## src/rtl/jk_bank_writer.sv

```systemverilog
// -----------------------------------------------------------------------------
// jk_bank_writer
//
// Write-side driver for a bank of WIDTH JK flip-flops. A requested word is
// accepted on a valid/ready handshake and turned into per-bit J/K excitation
// from the bank's current Q. The bank is pulsed for one clock. After SETTLE
// quiet cycles Q is read back and compared with the request. On a mismatch the
// bank is re-driven, up to MAX_RETRY extra times. Completion and final error
// are reported per request.
//
// Ports
//   iClk       clock, rising edge
//   iRst_n     asynchronous active-low reset
//   iTarget    requested bank value, sampled on accept only
//   iValid     request valid
//   oReady     high in IDLE; accept = iValid && oReady at a rising edge
//   iQ         readback of the bank's Q outputs
//   oJ, oK     registered J/K inputs to the bank, nonzero only while driving
//   oBusy      high in any state other than IDLE
//   oDone      one-cycle pulse when a request finishes (pass or fail)
//   oError     one-cycle pulse with oDone when the final check failed
//   oMismatch  registered target ^ iQ from the most recent check
// -----------------------------------------------------------------------------
module jk_bank_writer #(
    parameter int WIDTH     = 8,
    parameter int MAX_RETRY = 2,
    parameter int SETTLE    = 1
) (
    input  logic             iClk,
    input  logic             iRst_n,
    input  logic [WIDTH-1:0] iTarget,
    input  logic             iValid,
    output logic             oReady,
    input  logic [WIDTH-1:0] iQ,
    output logic [WIDTH-1:0] oJ,
    output logic [WIDTH-1:0] oK,
    output logic             oBusy,
    output logic             oDone,
    output logic             oError,
    output logic [WIDTH-1:0] oMismatch
);

    localparam int RETRY_W  = (MAX_RETRY > 0) ? $clog2(MAX_RETRY + 1) : 1;
    // The settle counter counts down from SETTLE-1 to 0.
    localparam int SETTLE_W = (SETTLE > 1) ? $clog2(SETTLE) : 1;

    localparam logic [RETRY_W-1:0]  RETRY_LAST  = RETRY_W'(MAX_RETRY);
    localparam logic [SETTLE_W-1:0] SETTLE_LOAD = SETTLE_W'(SETTLE - 1);

    typedef enum logic [1:0] {
        S_IDLE,
        S_DRIVE,
        S_SETTLE
    } state_t;

    state_t               state, stateNext;
    logic [WIDTH-1:0]     target, targetNext;
    logic [RETRY_W-1:0]   retryCnt, retryNext;
    logic [SETTLE_W-1:0]  settleCnt, settleNext;
    logic [WIDTH-1:0]     jNext, kNext, mismatchNext;
    logic                 doneNext, errorNext;

    // Only bits that must change are excited, and never both J and K, so a
    // repeated drive of the same target cannot toggle a bit past its goal.
    function automatic logic [WIDTH-1:0] setBits(input logic [WIDTH-1:0] t,
                                                 input logic [WIDTH-1:0] q);
        return t & ~q;
    endfunction

    function automatic logic [WIDTH-1:0] clrBits(input logic [WIDTH-1:0] t,
                                                 input logic [WIDTH-1:0] q);
        return ~t & q;
    endfunction

    assign oReady = (state == S_IDLE);
    assign oBusy  = (state != S_IDLE);

    always_comb begin
        // NOTE: every signal written here gets a default first, so no path
        // through the case statement can leave one unassigned and infer a latch.
        stateNext    = state;
        targetNext   = target;
        retryNext    = retryCnt;
        settleNext   = settleCnt;
        jNext        = '0;
        kNext        = '0;
        doneNext     = 1'b0;
        errorNext    = 1'b0;
        mismatchNext = oMismatch;

        unique case (state)
            S_IDLE: begin
                if (iValid) begin
                    targetNext = iTarget;
                    retryNext  = '0;
                    jNext      = setBits(iTarget, iQ);
                    kNext      = clrBits(iTarget, iQ);
                    stateNext  = S_DRIVE;
                end
            end

            S_DRIVE: begin
                // J/K fall back to zero here through the defaults above.
                settleNext = SETTLE_LOAD;
                stateNext  = S_SETTLE;
            end

            S_SETTLE: begin
                if (settleCnt != '0) begin
                    settleNext = settleCnt - SETTLE_W'(1);
                end else begin
                    mismatchNext = target ^ iQ;
                    if (target == iQ) begin
                        doneNext  = 1'b1;
                        stateNext = S_IDLE;
                    end else if (retryCnt != RETRY_LAST) begin
                        retryNext = retryCnt + RETRY_W'(1);
                        jNext     = setBits(target, iQ);
                        kNext     = clrBits(target, iQ);
                        stateNext = S_DRIVE;
                    end else begin
                        doneNext  = 1'b1;
                        errorNext = 1'b1;
                        stateNext = S_IDLE;
                    end
                end
            end

            default: stateNext = S_IDLE;
        endcase
    end

    // NOTE: non-blocking assignments only in this clocked process, so every
    // flop samples the pre-edge values computed by the combinational block.
    always_ff @(posedge iClk or negedge iRst_n) begin
        if (!iRst_n) begin
            // NOTE: this block holds only control and data flops (no memory
            // arrays), so all of them reset; an in-flight request is dropped.
            state     <= S_IDLE;
            target    <= '0;
            retryCnt  <= '0;
            settleCnt <= '0;
            oJ        <= '0;
            oK        <= '0;
            oDone     <= 1'b0;
            oError    <= 1'b0;
            oMismatch <= '0;
        end else begin
            state     <= stateNext;
            target    <= targetNext;
            retryCnt  <= retryNext;
            settleCnt <= settleNext;
            oJ        <= jNext;
            oK        <= kNext;
            oDone     <= doneNext;
            oError    <= errorNext;
            oMismatch <= mismatchNext;
        end
    end

endmodule

```

## config.mk

```make
export PLATFORM = sky130hd
export DESIGN_NAME = jk_bank_writer
export DESIGN_NICKNAME = d
export VERILOG_FILES = /design/src/rtl/jk_bank_writer.sv
export SDC_FILE = /design/constraint.sdc
export NUM_CORES = 1
export LEC_CHECK = 0
export ABC_CLOCK_PERIOD_IN_PS = 4800
export CELL_PAD_IN_SITES_DETAIL_PLACEMENT = 1
export CELL_PAD_IN_SITES_GLOBAL_PLACEMENT = 2
export CORE_MARGIN = 2
export CORE_UTILIZATION = 32
export DETAILED_ROUTE_END_ITERATION = 8
export PLACE_DENSITY_LB_ADDON = 0.1
export SLEW_MARGIN = 20
export SYNTH_ARGS = -nofsm -noshare
export SYNTH_HDL_FRONTEND = slang
export SYNTH_SLANG_ARGS = --single-unit
```

## constraint.sdc

```tcl
create_clock -name iClk -period 4.8 [get_ports iClk]
set_input_delay 1.44 -clock iClk [delete_from_list [all_inputs] [get_ports iClk]]
set_output_delay 1.44 -clock iClk [all_outputs]
set_load 0.005 [all_outputs]
```

Yosys cells after proc, flatten, opt, wreduce, memory -nomap -nowiden
Index checks and enable logic that the tools add are counted.
{ "totals": {"output_inout_bits": 28, "wordCells": 65, "input_bits": 19, "ff_bits": 39} }
{ "op_classes": {"n_eq_ne": 8, "addsub": 2, "mux": 29, "n_reduce_logical": 8, "bitwise_logic": 9} }
{ "ops": {"columns": ["op", "count"], "rows": [
  ["8-bit two-way mux", 8],
  ["8-bit bitwise AND", 4],
  ["8-bit one-hot mux with 2 select lines", 2],
  ["8-bit inverter", 3],
  ["2-bit two-way mux", 6],
  ["1-bit two-way mux", 10],
  ["2-bit != test (second input constant)", 5],
  ["8-bit == test", 1],
  ["8-bit bitwise XOR", 1],
  ["2-bit one-hot mux with 3 select lines", 1],
  ["2-bit AND reduction", 3],
  ["2-bit nonzero test", 3],
  ["5-bit AND reduction", 1],
  ["2-bit one-hot mux with 2 select lines", 1],
  ["2-bit by 1-bit adder with 2-bit output (second input constant)", 1],
  ["2-bit by 1-bit == test with 1-bit output (second input constant)", 1],
  ["2-bit == test (second input constant)", 1],
  ["2-bit zero test", 1],
  ["1-bit one-hot mux with 2 select lines", 1],
  ["1-bit inverter", 1],
  ["1-bit subtractor (second input constant)", 1]
]} }

Longest topological paths before layout
Gate-level depths: netlist of run 1.
{ "depth": {"ltp_word": 6, "mapped_depth": 6, "depth_no_buf": 5} }

Least setup slack after synthesis of run 1
OpenSTA, ideal clock, no wires.
{ "synth_timing": {"kind": "input to register", "startpoint": "input port iQ[7]", "endpoint": "register retryCnt[0]", "slack_ns": 1.938, "required_ns": 4.675, "path_buffers": 0, "path_stages": 5, "arrival_time_ns": 2.737, "setup_ns": 0.125, "path_cell_list": "inv_1 -> ha_1 -> and4_1 -> a211oi_4 -> mux2_4"} }
{ "synth_between": {"elab_chain_cells": 3} }
{ "synth_rtl": {"columns": ["item", "line_no", "source"], "rows": [
  ["start, declared", "34", "input logic [WIDTH-1:0] iQ,"],
  ["8-bit == test", "113", "if (target == iQ) begin"],
  ["2-bit != test (no line)", null, null],
  ["5-bit AND reduction (no line)", null, null],
  ["end signal, assigned", "151", "retryCnt <= retryNext;"],
  ["end, declared", "58", "logic [RETRY_W-1:0] retryCnt, retryNext;"]
]} }
Every way passes these cells.
A chain may end at the register's enable or synchronous reset.

Worst setup path in the final report of run 1
{ "layout_timing": {"startpoint": "input port iQ[1]", "endpoint": "register oJ[6]"} }
{ "layout_between": {"elab_chain_cells": 4} }
{ "layout_rtl": {"columns": ["item", "line_no", "source"], "rows": [
  ["8-bit == test", "113", null],
  ["8-bit two-way mux", "113", null],
  ["8-bit two-way mux", "109", "if (settleCnt != '0) begin"],
  ["8-bit one-hot mux with 2 select lines", "91", "unique case (state)"],
  ["named net jNext[6]", "60", "logic [WIDTH-1:0] jNext, kNext, mismatchNext;"],
  ["end signal, assigned", "153", "oJ <= jNext;"],
  ["end, declared", "35", "output logic [WIDTH-1:0] oJ,"]
]} }
The timed path passes the listed nets, and every way through them passes these cells.

==> results of run 1 <==
-- critical path, stage by stage --
cell and delay (ps):
clkdlybuf4s50_1 510, inv_1 80, ha_1 320, and4_1 260, a211oi_4 600, buf_4 280, a32o_1 150
-- cells in the final DEF (no fill, tap or decap) --
| cell | n |
|---|---|
| clkdlybuf4s50_1 | 45 |
| dfrtp_1 | 38 |
| inv_1 | 27 |
| ha_1 | 17 |
| a32o_1 | 16 |
| nand2_1 | 16 |
| o21ai_0 | 16 |
| clkbuf_8 | 6 |
| and4_1 | 2 |
| nand2b_1 | 2 |
| nor2_1 | 2 |
| buf_4 | 2 |
| or2_2 | 1 |
| nor3b_4 | 1 |
| a211oi_4 | 1 |
| a211oi_1 | 1 |
| a21oi_1 | 1 |
| or2_1 | 1 |
| nor2b_1 | 1 |
| mux2i_1 | 1 |
| mux2_4 | 1 |
| buf_2 | 1 |
-- where the power goes --
part | leakage (nW) | internal [mW] | switching (mW) | total [mW]
sequential | 0.494 | 0.434 | 0.0601 | 0.494
clock | 0.0431 | 0.111 | 0.105 | 0.216
combinational | 0.569 | 0.265 | 0.232 | 0.497
-- cell type report --
cell class                 instances  area (um^2)
fill                             550         2830
sequential                        38          951
multi-input combinational         80          646
timing repair buffer              48          470
inverter                          27          101
tap                               70         87.6
clock buffer                       6         82.6
-- sequential cells by signal, indices dropped and copies added (netlist names) --
| register | flops |
|---|---|
| target | 8 |
| oError | 1 |
| oMismatch | 8 |
| oDone | 1 |
| retryCnt | 2 |
| state | 2 |
| oK | 8 |
| oJ | 8 |
-- path summary, 6_finish.rpt --
check | startpoint | to | slack, ps
min in group asynchronous | iRst_n | oJ[3] | 1260
worst max register to register | state[0] | oJ[6] | 2700
worst min register to register | oMismatch[1] | oMismatch[1] | 480
max in group asynchronous | iRst_n | target[6] | 3000
worst max-delay path | iQ[1] | oJ[6] | 1380
worst min-delay path | oMismatch[1] | oMismatch[1] | 480
-- kinds of logic (layout without fill, tap and decap cells) --
family	Yosys count	count (layout)	share of synthesized area, %
fa+ha+maj	17	17	12.3
buf+inv	33	81	8.03
simple gates	26	26	7.45
flops	38	38	55.0
mux	2	2	1.45
compound gates	35	35	15.8
-- per-layer routing --
layer	wire length, um	global-route usage (%)
met1	1840	18.2
met2	1910	23.2
met3	169	3.95
met4	57	4.82
met5	0	0
-- stage by stage --
stage                     power, mW  setup slack [ps]  instance area (um^2)  hold WS (ps)  util [%]
after floorplan               0.737              1940                  1730           457         -
after global placement        0.981              1120                  2260           462      43.6
after detailed placement       1.01              1070                  2260           475      43.6
after CTS                      1.23              1360                  2340           490      45.2
after global routing           1.31              1220                  2340           512      45.2
final                          1.21              1380                  2340           482      45.2
==> results.yml, run 1 <==
placed_design:
  hpwl_um: 3010
  port_buffers: 46
  gp_congestion: 0.681
  dpl.cell_count: 263
global_routing:
  grt_max_degree: 39
  grtUsageTotal_pct: 14.2
  grt_pass1_wl_um: 6670
  antenna_found_initial: 0
  gr-total-overflow: 0
  grt_pass1_vias: 1361
worst_setup_path:
  rr_worst_depth: 4
  critPathArrivalTime_ps: 3640
  critPathMaxFanout: 12
  critical_path_required_ps: 5020
  cp-end-kind: "register"
  worstSetupPathType: "input port to register"
  crit_path_start_kind: "input port"
floorplan:
  io_pins: 47
  dieArea_mm2: 0.00601
  die_w_um: 77.5
  coreArea_mm2: 0.00517
  die_y_um: 77.5
  rows: 26
  initial_utilization_pct: 33.4
clocking:
  clock_sinks: 38
  cts_root_buffer: "clkbuf_8"
  cts_made_buffers: 5
  clock_path_buffers: 2
  cts_tree: "yes"
  holdBufCountCts: 0
  clk_pin_slew_ps: 70
  htree_levels: 2
  cts_resized: 0
  post-cts-setup-buffers: 0
  insertion_delay_ps: 290
drt:
  antenna_left: 0
  drc: 0
  via_count: 1247
  drt_iter0_markers: 44
  wl_per_cell_um: 14.8
  drt-vias-per-instance: 4.64
  wl_um: 3980
  dr.pass1.iters: 4
timing:
  min_period_over_period_pct: 71.3
  maxSlewViolCount: 0
  fin_crit_ps: 3420
  worst_pin_slew_ps: 861
  fin_skew_ps: 6.90
  rsz0062_at_grt: "false"
  fmax_mhz: 292
  setup_viol: 0
  tns_ps: 0
  max_slew_margin_pct: 42.6
  hold_viol_final: 0
layout:
  drive_above_1_share_pct: 6.53
  nNetsFinal: 236
  fin_cells: 269
  antennaDiodeCount: 0
  syn2layout_area_growth_pct: 35.2
min_path:
  whs_path_depth: 2
  hold_class: "register to register"
logic_synthesis:
  synth_most_common_cell: "dfrtp_1"
  avgSynthCellArea_um2: 11.5
  synth-edff-count: 0
  ys_ff_latch: 38
  synthesis.nets: 187
  ys_warn_count: 0
  synth_top_area_share_pct: 55.0
  postSynthCellCount: 151
  ys_types: 20
  syn_area_mm2: 0.00173
  yosys.area.top_type: "dfrtp_1"
  synth_common_cells: "dfrtp_1, inv_1, ha_1"
  synth_area_leaders: "dfrtp_1, ha_1, a32o_1, inv_1, o21ai_0"
  synth-seq-area-share_pct: 55.0
  synth_ff_type: "dfrtp_1"
  synthArstFlopShare_pct: 100
power:
  leakagePower_nw: 1.11
  ir_drop_mv: 0.167
  powerDensity_mw_per_mm2: 516
status:
  status: "complete, no violations"
flow_run:
  cap_violations: 0
Power figures use the tool's default switching activity.
==> inputs of run 2 (changes only) <==
--- a/config.mk
+++ b/config.mk
@@ -5,11 +5,11 @@
 export SDC_FILE = /design/constraint.sdc
 export NUM_CORES = 1
 export LEC_CHECK = 0
-export ABC_CLOCK_PERIOD_IN_PS = 4800
+export ABC_CLOCK_PERIOD_IN_PS = 3500
 export CELL_PAD_IN_SITES_DETAIL_PLACEMENT = 1
 export CELL_PAD_IN_SITES_GLOBAL_PLACEMENT = 2
 export CORE_MARGIN = 2
-export CORE_UTILIZATION = 32
+export CORE_UTILIZATION = 30
 export DETAILED_ROUTE_END_ITERATION = 8
 export PLACE_DENSITY_LB_ADDON = 0.1
 export SLEW_MARGIN = 20
==> constraint.sdc (replaced) <==
create_clock -name iClk -period 3.5 [get_ports iClk]
set_input_delay 1.05 -clock iClk [delete_from_list [all_inputs] [get_ports iClk]]
set_output_delay 1.05 -clock iClk [all_outputs]
set_load 0.005 [all_outputs]
==> run 2 against run 1 <==
Effect of this change:
- critical path depth stayed put
- clock power is 38% higher
- clock-buffer cell count stayed put
- first-iteration DRC count is 20% lower
- sequential share of layout area is 0.24 points lower
- clock skew is 1.2 ps higher
- critical path type unchanged
- largest power group is now sequential cells
==> results.yml, run 2 (synthesis gave the netlist of run 1 again) <==
timing:
  fin_skew_ps: 8.07
  maxSlewViolCount: 0
  hold_slack_ps: 483
  setup_ws_ps: 761
  rsz0062_at_grt: "false"
  fin_crit_ps: 2740
  tns_ps: 0
  worst_pin_slew_ps: 851
  max_slew_margin_pct: 43.3
  min_period_over_period_pct: 78.3
  fmax_mhz: 365
  setup_viol: 0
  hold_viol_final: 0
global_routing:
  grtUsageTotal_pct: 13.3
  antenna_found_initial: 0
  grt_pass1_wl_um: 6560
  gr-total-overflow: 0
  grt_pass1_vias: 1389
  grt_max_degree: 39
worst_setup_path:
  cp-end-kind: "register"
  crit_path_start_kind: "input port"
  r2r-end: "oK[5]"
  critical_path_required_ps: 3720
  critPathArrivalTime_ps: 2960
  reg2reg_from: "state[0]"
  rr_worst_depth: 4
  critPathMaxFanout: 11
  r2r_slack_ps: 1710
  worstSetupPathType: "input port to register"
clocking:
  cts_resized: 0
  clk_pin_slew_ps: 70
  holdBufCountCts: 0
  clock_sinks: 38
  insertion_delay_ps: 290
  clock_path_buffers: 2
  cts_tree: "yes"
  post-cts-setup-buffers: 0
  cts_made_buffers: 5
  htree_levels: 2
  cts_root_buffer: "clkbuf_8"
floorplan:
  die_w_um: 79.9
  initial_utilization_pct: 31.2
  dieArea_mm2: 0.00639
  rows: 27
  io_pins: 47
  coreArea_mm2: 0.00554
  die_y_um: 79.9
layout:
  antennaDiodeCount: 0
  final_common_cell: "clkdlybuf4s50_1"
  final_area_mm2: 0.00235
  syn2layout_area_growth_pct: 36.0
  layout_common_cells: "clkdlybuf4s50_1, dfrtp_1, inv_1, ha_1"
  drive_above_1_share_pct: 7.43
  fin_util_pct: 42.5
  nNetsFinal: 237
min_path:
  whs_path_depth: 2
  min-delay-start: "oMismatch[6]"
  hold_class: "register to register"
  min_to: "oMismatch[6]"
drt:
  drt_iter0_markers: 35
  wl_um: 3860
  drc: 0
  via_count: 1253
  drt-vias-per-instance: 4.57
  wl_per_cell_um: 14.1
  antenna_left: 0
  dr.pass1.iters: 4
placed_design:
  dpl_cell_area_mm2: 0.00227
  port_buffers: 46
  gp_congestion: 0.753
  dp_slack_ps: 462
  hpwl_um: 2860
status:
  status: "complete, no violations"
flow_run:
  cap_violations: 0
power:
  ir_drop_mv: 0.270
  leakagePower_nw: 1.11
  powerDensity_mw_per_mm2: 701
## run 2: final cells by class
cell class	count	area [um^2]
fill	616	3190
inverter	27	101
tap	72	90.1
clock buffer	6	72.6
multi-input combinational	80	646
clock inverter	2	13.8
timing repair buffer	49	478
sequential	38	951
## run 2: stage by stage
step | std cells | power (mW)
final | 274 | 1.65
after global routing | 274 | 1.79
after CTS | 274 | 1.69
after detailed placement | 266 | 1.38
after global placement | 266 | 1.36
after floorplan | 151 | 1.01
## run 2: worst max path at each step
stage / startpoint / endpoint / slack (ps) / cells after the start
2_1_floorplan: iQ[7] / retryCnt[0] / 1030 / 5
3_3_place_gp: iQ[1] / oJ[1] / 550 / 7
3_5_place_dp: iQ[7] / retryCnt[1] / 460 / 7
4_1_cts: iQ[7] / retryCnt[1] / 750 / 7
5_1_grt: iQ[7] / retryCnt[1] / 660 / 7
6_report: iQ[7] / oK[5] / 760 / 7
## run 2: power by group
| group | internal (mW) | switching (mW) |
|---|---|---|
| logic | 0.365 | 0.311 |
| registers | 0.594 | 0.0818 |
| clock network | 0.141 | 0.156 |
## run 2: worst max-delay path, cell delays in order
cell             delay [ps]
clkdlybuf4s50_1         520
inv_1                    70
ha_1                    310
and4_1                  270
a211oi_4                320
buf_4                   250
a32o_1                  160
## run 2: routing by layer
metal,vias up,wire length [um],global-route usage [%]
met2,31,1840,21.9
met5,-,0,0
li1,606,-,-
met1,609,1790,16.6
met4,0,65,5.08
met3,7,158,3.28
==> inputs of run 3 (changes only) <==
--- a/config.mk
+++ b/config.mk
@@ -5,7 +5,7 @@
 export SDC_FILE = /design/constraint.sdc
 export NUM_CORES = 1
 export LEC_CHECK = 0
-export ABC_CLOCK_PERIOD_IN_PS = 3500
+export ABC_CLOCK_PERIOD_IN_PS = 2800
 export CELL_PAD_IN_SITES_DETAIL_PLACEMENT = 1
 export CELL_PAD_IN_SITES_GLOBAL_PLACEMENT = 2
 export CORE_MARGIN = 2
==> constraint.sdc (replaced) <==
create_clock -name iClk -period 2.8 [get_ports iClk]
set_input_delay 0.84 -clock iClk [delete_from_list [all_inputs] [get_ports iClk]]
set_output_delay 0.84 -clock iClk [all_outputs]
set_load 0.005 [all_outputs]
==> run 3 against run 2 <==
Effect of this change:
- combinational power rose by 29%
- design area up 1.9%
- via count increased by 1.0%
- clock power is 56% higher
- die area unchanged
- register-to-register slack got worse by 670 ps
- sequential share of layout area is 0.76 points lower
- sequential power grew 25%
- routed wire length grew 1.9%
- critical path type unchanged
- critical endpoint is now oK[3]
==> results.yml, run 3 (synthesis gave the netlist of run 1 again) <==
floorplan:
  coreArea_mm2: 0.00554
  rows: 27
  io_pins: 47
  initial_utilization_pct: 31.2
  dieArea_mm2: 0.00639
  die_w_um: 79.9
  die_y_um: 79.9
min_path:
  whs_path_depth: 2
  hold_class: "register to register"
global_routing:
  antenna_found_initial: 0
  gr-total-overflow: 0
  grt_pass1_wl_um: 6700
  grt_pass1_vias: 1388
  grtUsageTotal_pct: 13.8
  grt_max_degree: 39
drt:
  via_count: 1266
  dr.pass1.iters: 4
  antenna_left: 0
  drc: 0
  top_layer: "met4"
  drt-met1-wl_um: 1900
  drt-vias-per-instance: 4.57
  drt_iter0_markers: 75
  wl_per_cell_um: 14.2
  dr_wl_met3_um: 197
  wl_met2_um: 1770
  wl_um: 3940
timing:
  maxSlewViolCount: 0
  rsz0062_at_grt: "false"
  min_period_over_period_pct: 90.3
  fmax_mhz: 395
  fin_skew_ps: 8.35
  fin_crit_ps: 2530
  setup_ws_ps: 271
  worst_pin_slew_ps: 861
  setup_viol: 0
  hold_viol_final: 0
  max_slew_margin_pct: 42.6
clocking:
  post-cts-setup-buffers: 0
  clock_path_buffers: 2
  clk_pin_slew_ps: 80
  clock_sinks: 38
  htree_levels: 2
  cts_made_buffers: 5
  holdBufCountCts: 0
  cts_tree: "yes"
  cts_resized: 0
  insertion_delay_ps: 290
  cts_root_buffer: "clkbuf_8"
worst_setup_path:
  max_stage_delay_ps: 510
  r2r_slack_ps: 1040
  cp_slowest_cell: "clkdlybuf4s50_1"
  worstSetupPathType: "input port to register"
  crit_chain: "clkdlybuf4s50_1 -> inv_1 -> ha_1 -> and4_1 -> a211oi_4 -> buf_4 -> a32o_1"
  critical_path_required_ps: 3030
  crit_path_start_kind: "input port"
  critPathMaxFanout: 13
  critPathArrivalTime_ps: 2750
  rr_worst_depth: 5
  cp-end-kind: "register"
layout:
  final_common_cell: "clkdlybuf4s50_1"
  final_area_mm2: 0.00240
  nNetsFinal: 240
  antennaDiodeCount: 0
  fillers: 612
  drive_above_1_share_pct: 9.27
  layout_common_cells: "clkdlybuf4s50_1, dfrtp_1, inv_1, ha_1"
  syn2layout_area_growth_pct: 38.6
power:
  ir_drop_mv: 0.318
  leakagePower_nw: 1.14
  powerDensity_mw_per_mm2: 907
  p_total_mw: 2.18
placed_design:
  hpwl_um: 2820
  dp_slack_ps: -41.4
  dpl_cell_area_mm2: 0.00229
  gp_congestion: 0.752
  port_buffers: 46
status:
  status: "complete, no violations"
flow_run:
  cap_violations: 0
-- run 3: area by class of cell --
class / count / area, um^2 / area share [%]
Tap cell: 72 / 90.1 / 3.76
Timing Repair Buffer: 52 / 500 / 20.9
Clock inverter: 3 / 40.0 / 1.67
Multi-Input combinational cell: 80 / 646 / 26.9
Clock buffer: 5 / 68.8 / 2.87
Inverter: 27 / 101 / 4.23
Sequential cell: 38 / 951 / 39.7
-- run 3: per-layer routing --
layer | global-route usage, % | vias up
li1 | - | 609
met1 | 18.6 | 615
met2 | 21.1 | 37
met3 | 3.05 | 5
met4 | 6.10 | 0
met5 | 0 | -
-- run 3: critical path, delay by kind of cell --
kind	cells	cell delay, ps
buf+inv	3	850
compound gates	2	470
fa+ha+maj	1	320
simple gates	1	270
-- run 3: per-stage QoR --
step | hold WS (ps) | instances | setup TNS (ps) | util, %
detailed placement | 477 | 269 | -248 | 41.3
global placement | 463 | 269 | 0 | 41.3
floorplan | 457 | 151 | 0 | -
CTS | 496 | 277 | 0 | 43.3
finish | 486 | 277 | 0 | 43.3
global route | 520 | 277 | 0 | 43.3
-- run 3: path summary, 6_finish.rpt --
| kind | startpoint | endpoint |
|---|---|---|
| worst max-delay path | iQ[7] | oK[3] |
| worst min-delay path | oMismatch[0] | oMismatch[0] |
| worst max register to register | target[7] | oK[3] |
| worst min register to register | oMismatch[0] | oMismatch[0] |
| max in group asynchronous | iRst_n | oMismatch[4] |
| min in group asynchronous | iRst_n | retryCnt[0] |
-- run 3: power breakdown --
part	switching, mW	internal [mW]	total, mW
logic	0.397	0.471	0.868
clock network	0.202	0.262	0.464
registers	0.101	0.742	0.843
